===== config.mk =====
export PLATFORM = sky130hd
export DESIGN_NAME = aes_mix_columns_serial
export DESIGN_NICKNAME = d
export VERILOG_FILES = /design/src/rtl/aes_mix_columns_serial_pkg.sv /design/src/rtl/aes_mix_column_comb.sv /design/src/rtl/aes_mix_columns_serial.sv
export SDC_FILE = /design/constraint.sdc
export NUM_CORES = 1
export LEC_CHECK = 0
export BUFFER_PORTS_ARGS = -buffer_cell sky130_fd_sc_hd__buf_4
export CORE_ASPECT_RATIO = 1.4
export CORE_MARGIN = 2
export CORE_UTILIZATION = 50
export CTS_CLUSTER_DIAMETER = 30
export DETAILED_ROUTE_END_ITERATION = 8
export GPL_ROUTABILITY_DRIVEN = 0
export PLACE_DENSITY_LB_ADDON = 0.1
export SLEW_MARGIN = 20
export SYNTH_ARGS = -nofsm -noshare
export SYNTH_HDL_FRONTEND = slang
export SYNTH_HIERARCHICAL = 1
export SYNTH_SLANG_ARGS = --single-unit

===== constraint.sdc =====
create_clock -name clk -period 1.41 [get_ports clk]
set_input_delay 0 -clock clk [delete_from_list [all_inputs] [get_ports clk]]
set_output_delay 0 -clock clk [all_outputs]
set_load 0.02 [all_outputs]

===== src/rtl/aes_mix_columns_serial_pkg.sv =====
// Shared GF(2^8) definitions for the AES units (SubBytes, MixColumns, key schedule).
// Provides the byte/column types, the reduction polynomial, xtime and the matrix coefficients.
package aes_mix_columns_serial_pkg;

  localparam int AES_BYTE_W = 8;

  typedef logic [AES_BYTE_W-1:0]       aes_byte_t;
  typedef logic [3:0][AES_BYTE_W-1:0]  aes_col_t;

  localparam aes_byte_t AES_POLY = 8'h1B;

  // Element [0] holds the coefficient on the diagonal; each row uses these rotated right by its row index.
  localparam aes_col_t AES_FWD_COEF = {8'h01, 8'h01, 8'h03, 8'h02};
  localparam aes_col_t AES_INV_COEF = {8'h09, 8'h0d, 8'h0b, 8'h0e};

  function automatic aes_byte_t xtime(input aes_byte_t b);
    return {b[AES_BYTE_W-2:0], 1'b0} ^ (b[AES_BYTE_W-1] ? AES_POLY : 8'h00);
  endfunction

  // Multiply by a constant as an XOR of chained xtime terms; folds to fixed logic for constant c.
  function automatic aes_byte_t gf_mul(input aes_byte_t b, input aes_byte_t c);
    aes_byte_t acc;
    aes_byte_t p;
    acc = '0;
    p   = b;
    for (int i = 0; i < AES_BYTE_W; i++) begin
      if (c[i]) acc = acc ^ p;
      p = xtime(p);
    end
    return acc;
  endfunction

endpackage


===== src/rtl/aes_mix_column_comb.sv =====
// Purely combinational AES column mixer: 4 bytes in, 4 bytes out.
// Optional AES_MIX_COLUMNS_INVERSE_EN adds inverse_i selecting InvMixColumns.
module aes_mix_column_comb
  import aes_mix_columns_serial_pkg::*;
(
`ifdef AES_MIX_COLUMNS_INVERSE_EN
  input  logic     inverse_i,
`endif
  input  aes_col_t col_i,
  output aes_col_t col_o
);

  aes_col_t coef;

  always_comb begin
    coef = AES_FWD_COEF;
`ifdef AES_MIX_COLUMNS_INVERSE_EN
    if (inverse_i) coef = AES_INV_COEF;
`endif
    col_o = '0;
    for (int r = 0; r < 4; r++) begin
      for (int j = 0; j < 4; j++) begin
        col_o[r] = col_o[r] ^ gf_mul(col_i[j], coef[2'(j - r + 4)]);
      end
    end
  end

endmodule


===== src/rtl/aes_mix_columns_serial.sv =====
// Byte-serial AES MixColumns Versat unit with a fixed 4-cycle latency (counter, buffers, output mux).
// Optional AES_MIX_COLUMNS_INVERSE_EN adds the inverse port for InvMixColumns.
module aes_mix_columns_serial
  import aes_mix_columns_serial_pkg::*;
#(
  parameter int DATA_W = 32
) (
  input  logic              clk,
  input  logic              rst,
  input  logic              run,
  input  logic              running,
`ifdef AES_MIX_COLUMNS_INVERSE_EN
  input  logic              inverse,
`endif
  input  logic [DATA_W-1:0] in0,
  output logic [DATA_W-1:0] out0
);

  logic [1:0]            cnt_q, cnt_d;
  logic [2:0][7:0]       col_in_q, col_in_d;
  aes_col_t              col_out_q, col_out_d;
  aes_col_t              mixed;
  aes_byte_t             in_byte;
  logic                  unused_in_hi;

  assign in_byte      = in0[7:0];
  assign unused_in_hi = ^in0;

  // The fourth byte feeds the mixer directly so the column completes on its own consuming edge.
  aes_mix_column_comb u_mix (
`ifdef AES_MIX_COLUMNS_INVERSE_EN
    .inverse_i (inverse),
`endif
    .col_i     ({in_byte, col_in_q[2], col_in_q[1], col_in_q[0]}),
    .col_o     (mixed)
  );

  always_comb begin
    cnt_d     = cnt_q;
    col_in_d  = col_in_q;
    col_out_d = col_out_q;
    if (run) begin
      cnt_d     = '0;
      col_in_d  = '0;
      col_out_d = '0;
    end else if (running) begin
      case (cnt_q)
        2'd0:    col_in_d[0] = in_byte;
        2'd1:    col_in_d[1] = in_byte;
        2'd2:    col_in_d[2] = in_byte;
        default: col_out_d   = mixed;
      endcase
      cnt_d = cnt_q + 2'd1;
    end
  end

  always_ff @(posedge clk) begin
    if (rst) begin
      cnt_q     <= '0;
      col_in_q  <= '0;
      col_out_q <= '0;
    end else begin
      cnt_q     <= cnt_d;
      col_in_q  <= col_in_d;
      col_out_q <= col_out_d;
    end
  end

  // Registered mux only: no combinational path from in0 to out0.
  assign out0 = DATA_W'(col_out_q[cnt_q]);

endmodule


== Word-level counts from Yosys, hierarchy flattened ==
Cells that the tools add are included.

* Bitwise logic cells: 13
* Magnitude comparators: 1
* Mux-type cells: 6
* Add/subtract/negate cells: 1
* Reduce and logical (&&, ||, !) cells: 7
* Equal/unequal tests: 2

{| class="wikitable"
|+ Operators by type and width
! kind !! count
|-
| XOR 8 bit || 11
|-
| two-way mux 5 bit || 4
|-
| binary-select mux 8 bit (select 2 bit) || 1
|-
| two-way mux 8 bit || 1
|-
| AND reduction 2 bit || 4
|-
| XOR 8 x 5 -> 8 bit || 1
|-
| less-than comparator 2 x 3 -> 1 bit, second input constant || 1
|-
| OR reduction 3 bit || 1
|-
| adder 2 x 1 -> 2 bit, second input constant || 1
|-
| equality test 2 x 1 -> 1 bit, second input constant || 1
|-
| equality test 2 bit, second input constant || 1
|-
| zero test 2 bit || 1
|-
| OR reduction 2 bit || 1
|-
| NOT 1 bit || 1
|}

* Bits in registers: 58
* Output and inout port bits: 32

== Depth between registers and ports, before layout ==
* Depth after elaboration: 4
* Gate-level depth with buffers: 7
* Depth with buffers taken out: 4

== By module ==
The synthesis kept the hierarchy.

{| class="wikitable"
|+ Modules (own cells, without submodules)
! module !! seq. area each (um^2) !! area an instance (um^2) !! times used !! cells an instance
|-
| aes_mix_columns_serial || 1,161.1 || 3,011.6 || 1 || 305
|-
| aes_mix_column_comb || 0.0 || 763.2 || 1 || 72
|}

== Least setup slack after synthesis ==
No wires, ideal clock.

* Path kind: reg-to-reg
* Start: register cnt_q[0]
* End: register col_in_q[19] (netlist bit)
* Period minus slack after synthesis: 1.509 ns
* Data arrival time: 1.439 ns
* Setup time: 0.070 ns
* Data required time: 1.340 ns
* Path buffers: 3
* Cell stages (with the launch flop): 8
* Slack: -0.099 ns
* Cell sequence: dfxtp_1 -> buf_4 -> inv_1 -> ha_1 -> clkbuf_1 -> buf_2 -> a21bo_2 -> a21oi_1

* Cells in the longest elaborated chain, start to end: 2

{| class="wikitable"
|+ RTL lines
! element !! RTL line !! source
|-
| from (decl) || aes_mix_columns_serial.sv:19 || <nowiki>logic [1:0] cnt_q, cnt_d;</nowiki>
|-
| from (signal assigned) || aes_mix_columns_serial.sv:63 || <nowiki>cnt_q <= cnt_d;</nowiki>
|-
| equality test 2 bit || aes_mix_columns_serial.sv:47 || <nowiki>case (cnt_q)</nowiki>
|-
| AND reduction 2 bit (no line) || -- ||
|-
| to (signal assigned) || aes_mix_columns_serial.sv:64 || <nowiki>col_in_q <= col_in_d;</nowiki>
|-
| to (decl) || aes_mix_columns_serial.sv:20 || <nowiki>logic [2:0][7:0] col_in_q, col_in_d;</nowiki>
|}

Every way passes these cells.
A chain may end at the register's enable or synchronous reset.

== Final worst setup path ==
* Start: register cnt_q[0]
* End: output port out0[7]

* Cells in the longest elaborated chain, start to end: 2

{| class="wikitable"
|+ RTL lines
! element !! RTL line !! source
|-
| binary-select mux 8 bit (select 2 bit) || aes_mix_columns_serial.sv:70 || <nowiki>assign out0 = DATA_W'(col_out_q[cnt_q]);</nowiki>
|-
| two-way mux 8 bit (implied by the code) || aes_mix_columns_serial.sv:70 ||
|-
| to (decl) || aes_mix_columns_serial.sv:16 || <nowiki>output logic [DATA_W-1:0] out0</nowiki>
|}

Every way passes these cells. The select of a mux whose other input is x is not followed.

==> metrics.txt <==
synthesized cell area=3770 µm²; largest net degree at the start of global routing=45; fin crit share=109%; row count=37; Final TNS setup=-885 ps; Post-CTS Setup Repair Bufs=0; clock share of power=37.5%; skew final=8.22 ps; overall power=3.48 mW; share of cells above drive strength 1=35.6%; Place WS=-26.8 ps; synthesized area per cell=10.0 µm²; register area share after synthesis=30.8%; via count=2573; Synth area leaders=dfxtp_1, a21bo_2, xnor2_1; Port Buf Inserts=19; final std cells w/o fill=499; Worst Path Arrival=1540 ps; Cell Int Power=2.55 mW; Setup crit end kind=primary output; Lkg Pwr=1.58 nW; synthesized netlist cell count=377; Antenna diodes=0; unique cell type count in the Yosys netlist=22; Residual DRC=0; drt pass-1 iters=4; die width=77.4 µm; root buf cell=clkbuf_8; setup violators final=8; Worst Slack Setup Final=-132 ps; H-tree levels=3; relative slew slack=65.0%; drt initial violations=129; crit path time final=1540 ps; clk_lat worst skew=340 ps; first-pass GRT wire length=12500 µm; M1 GR Usage=26.9%; Switching Fraction=26.8%; Worst Path Required=1410 ps; WS Path Type=reg2out; max incr delay on CP=530 ps; Nets=437; total clock sinks=58; met2 Use GR=29.3%; Die ar.=8270 µm²; drt wl/cell=14.8 µm; Die Ht=107 µm; pwr dens=811 nW/µm²; DP HPWL=5010 µm; vias in the first global route=2409; synthesis-stage register bit count=58; Most Crowded Layer GR=met2; Post-Place Cells=476; M3 GR Usage=4.55%; CTS tree=built; Synth Warn #=6; fin. max-slew vios=0; GRT Overall Usage=19.2%; slowest stage cell on the critical path=mux4_2; I/O pin cnt=68; CTS Buf Count=9; critical-path cell list=buf_4 -> mux4_2 -> buf_6; Starting Density=51.6%; grt total ovfl=0; Psw=930 µW; CTS max path bufs=2; Hold Path Class=in2reg; MaxCap Viol Count=0; number of hold violations in the final report=0; failing checks=setup timing; Logic pwr share=14.5%; worst slew pin tran=526 ps; worst vdd ir=596 µV; Startpoint Class=flop; via/cell ratio=5.16; final WL=7410 µm; Flop pwr share=48.0%; core footprint=7310 µm²; outcome=complete, but fails checks; top-area cell type share of the netlist area=30.8%; unrepaired setup endpoints after global routing=yes; Yosys top cell by area=dfxtp_1; fmax=649 MHz; synth-to-layout area growth=13.6%; initial antenna violation count=0; final antenna-violating net count=0; CP Max Fanout=5; clk slew on worst S/H paths=60 ps
[Yosys cell counts]
master / instances
mux4_2: 8
dfxtp_1: 58
buf_6: 5
xnor2_1: 45
xnor3_1: 8
inv_1: 2
or2_1: 1
mux2i_1: 1
a21oi_1: 36
nand3_1: 56
xnor2_2: 4
a21bo_2: 46
nor2_1: 2
buf_4: 29
buf_1: 1
ha_1: 4
a21bo_1: 10
xor2_1: 12
a21oi_2: 20
clkbuf_1: 8
buf_2: 20
conb_1: 1
[final timing paths]
check                from             to  slack [ps]  depth (start not counted)
max              cnt_q[0]        out0[7]        -130                          3
min               running  col_out_q[13]          30                          3
max reg2reg  col_in_q[15]   col_out_q[9]          70                          5
min reg2reg  col_out_q[6]   col_out_q[6]         570                          2
[metrics by stage]
stage	hold slack, ps	util (%)	area, µm²
global placement	304	53.9	3940
finish	31.0	58.6	4290
global route	30.5	58.6	4290
floorplan	146	-	3890
detailed placement	311	53.9	3940
CTS	1.43	57.8	4230
[cells in the final DEF (no fill, tap or decap), types with 5 or more instances in the layout]
master         count
dlygate4sd3_1      7
nand3_1           56
a21oi_1           36
dfxtp_1           55
buf_6              8
mux4_2             8
a21oi_2           20
a21bo_2           46
xor2_1            12
conb_1            24
buf_4             29
clkbuf_8          10
xnor3_1            7
xnor2_1           44
a21bo_1           10
buf_12             5
[state kept, by name (all words and copies together) (netlist names)]
register and cells:
col_out_q 32, col_in_q 24, cnt_q 2
[power groups by stage]
stage	Combinational [mW]	Clock, mW	Sequential (mW)
6_report	0.503	1.30	1.67
5_1_grt	0.541	1.42	1.67
4_1_cts	0.488	1.33	1.67
3_5_place_dp	0.466	0	1.70
3_3_place_gp	0.463	0	1.70
2_1_floorplan	0.416	0	1.70
[worst max-delay path: cells and delay by family (launching register included)]
family	cells	cell delay [ps]
mux	1	530
flops	1	380
buf+inv	2	290
[layout make-up]
class / instances / area [µm²]
clock buffer: 13 / 149
clock inverter: 3 / 15.0
fill: 686 / 3030
inverter: 2 / 7.51
multi-input combinational: 277 / 2350
sequential: 58 / 1170
tap: 97 / 121
timing repair buffer: 49 / 478
[cells by family after synthesis]
logic type      Yosys count  synth area share [%]
compound gates          112                  24.3
xor+xnor                 69                  19.7
fa+ha+maj                 4                  1.33
buf+inv                  65                  11.0
flops                    58                  30.8
mux                       9                  5.04
other cells               1                0.0993
simple gates             59                  7.79
[what timing repair did]
action	CTS	global route
setup endpoints to repair	22	21
pin swaps	0	1
gates resized for setup	15	8
hold buffers	7	0
hold endpoints to repair	21	0
[layer usage]
layer | share of wire, % | up-vias | wire [µm]
met4 | 1.4 | 0 | 106
li1 | - | 1295 | -
met5 | 0 | - | 0
met1 | 48 | 1223 | 3530
met3 | 3.2 | 9 | 234
met2 | 48 | 46 | 3540
No activity file was read; power rests on OpenSTA's default activity.
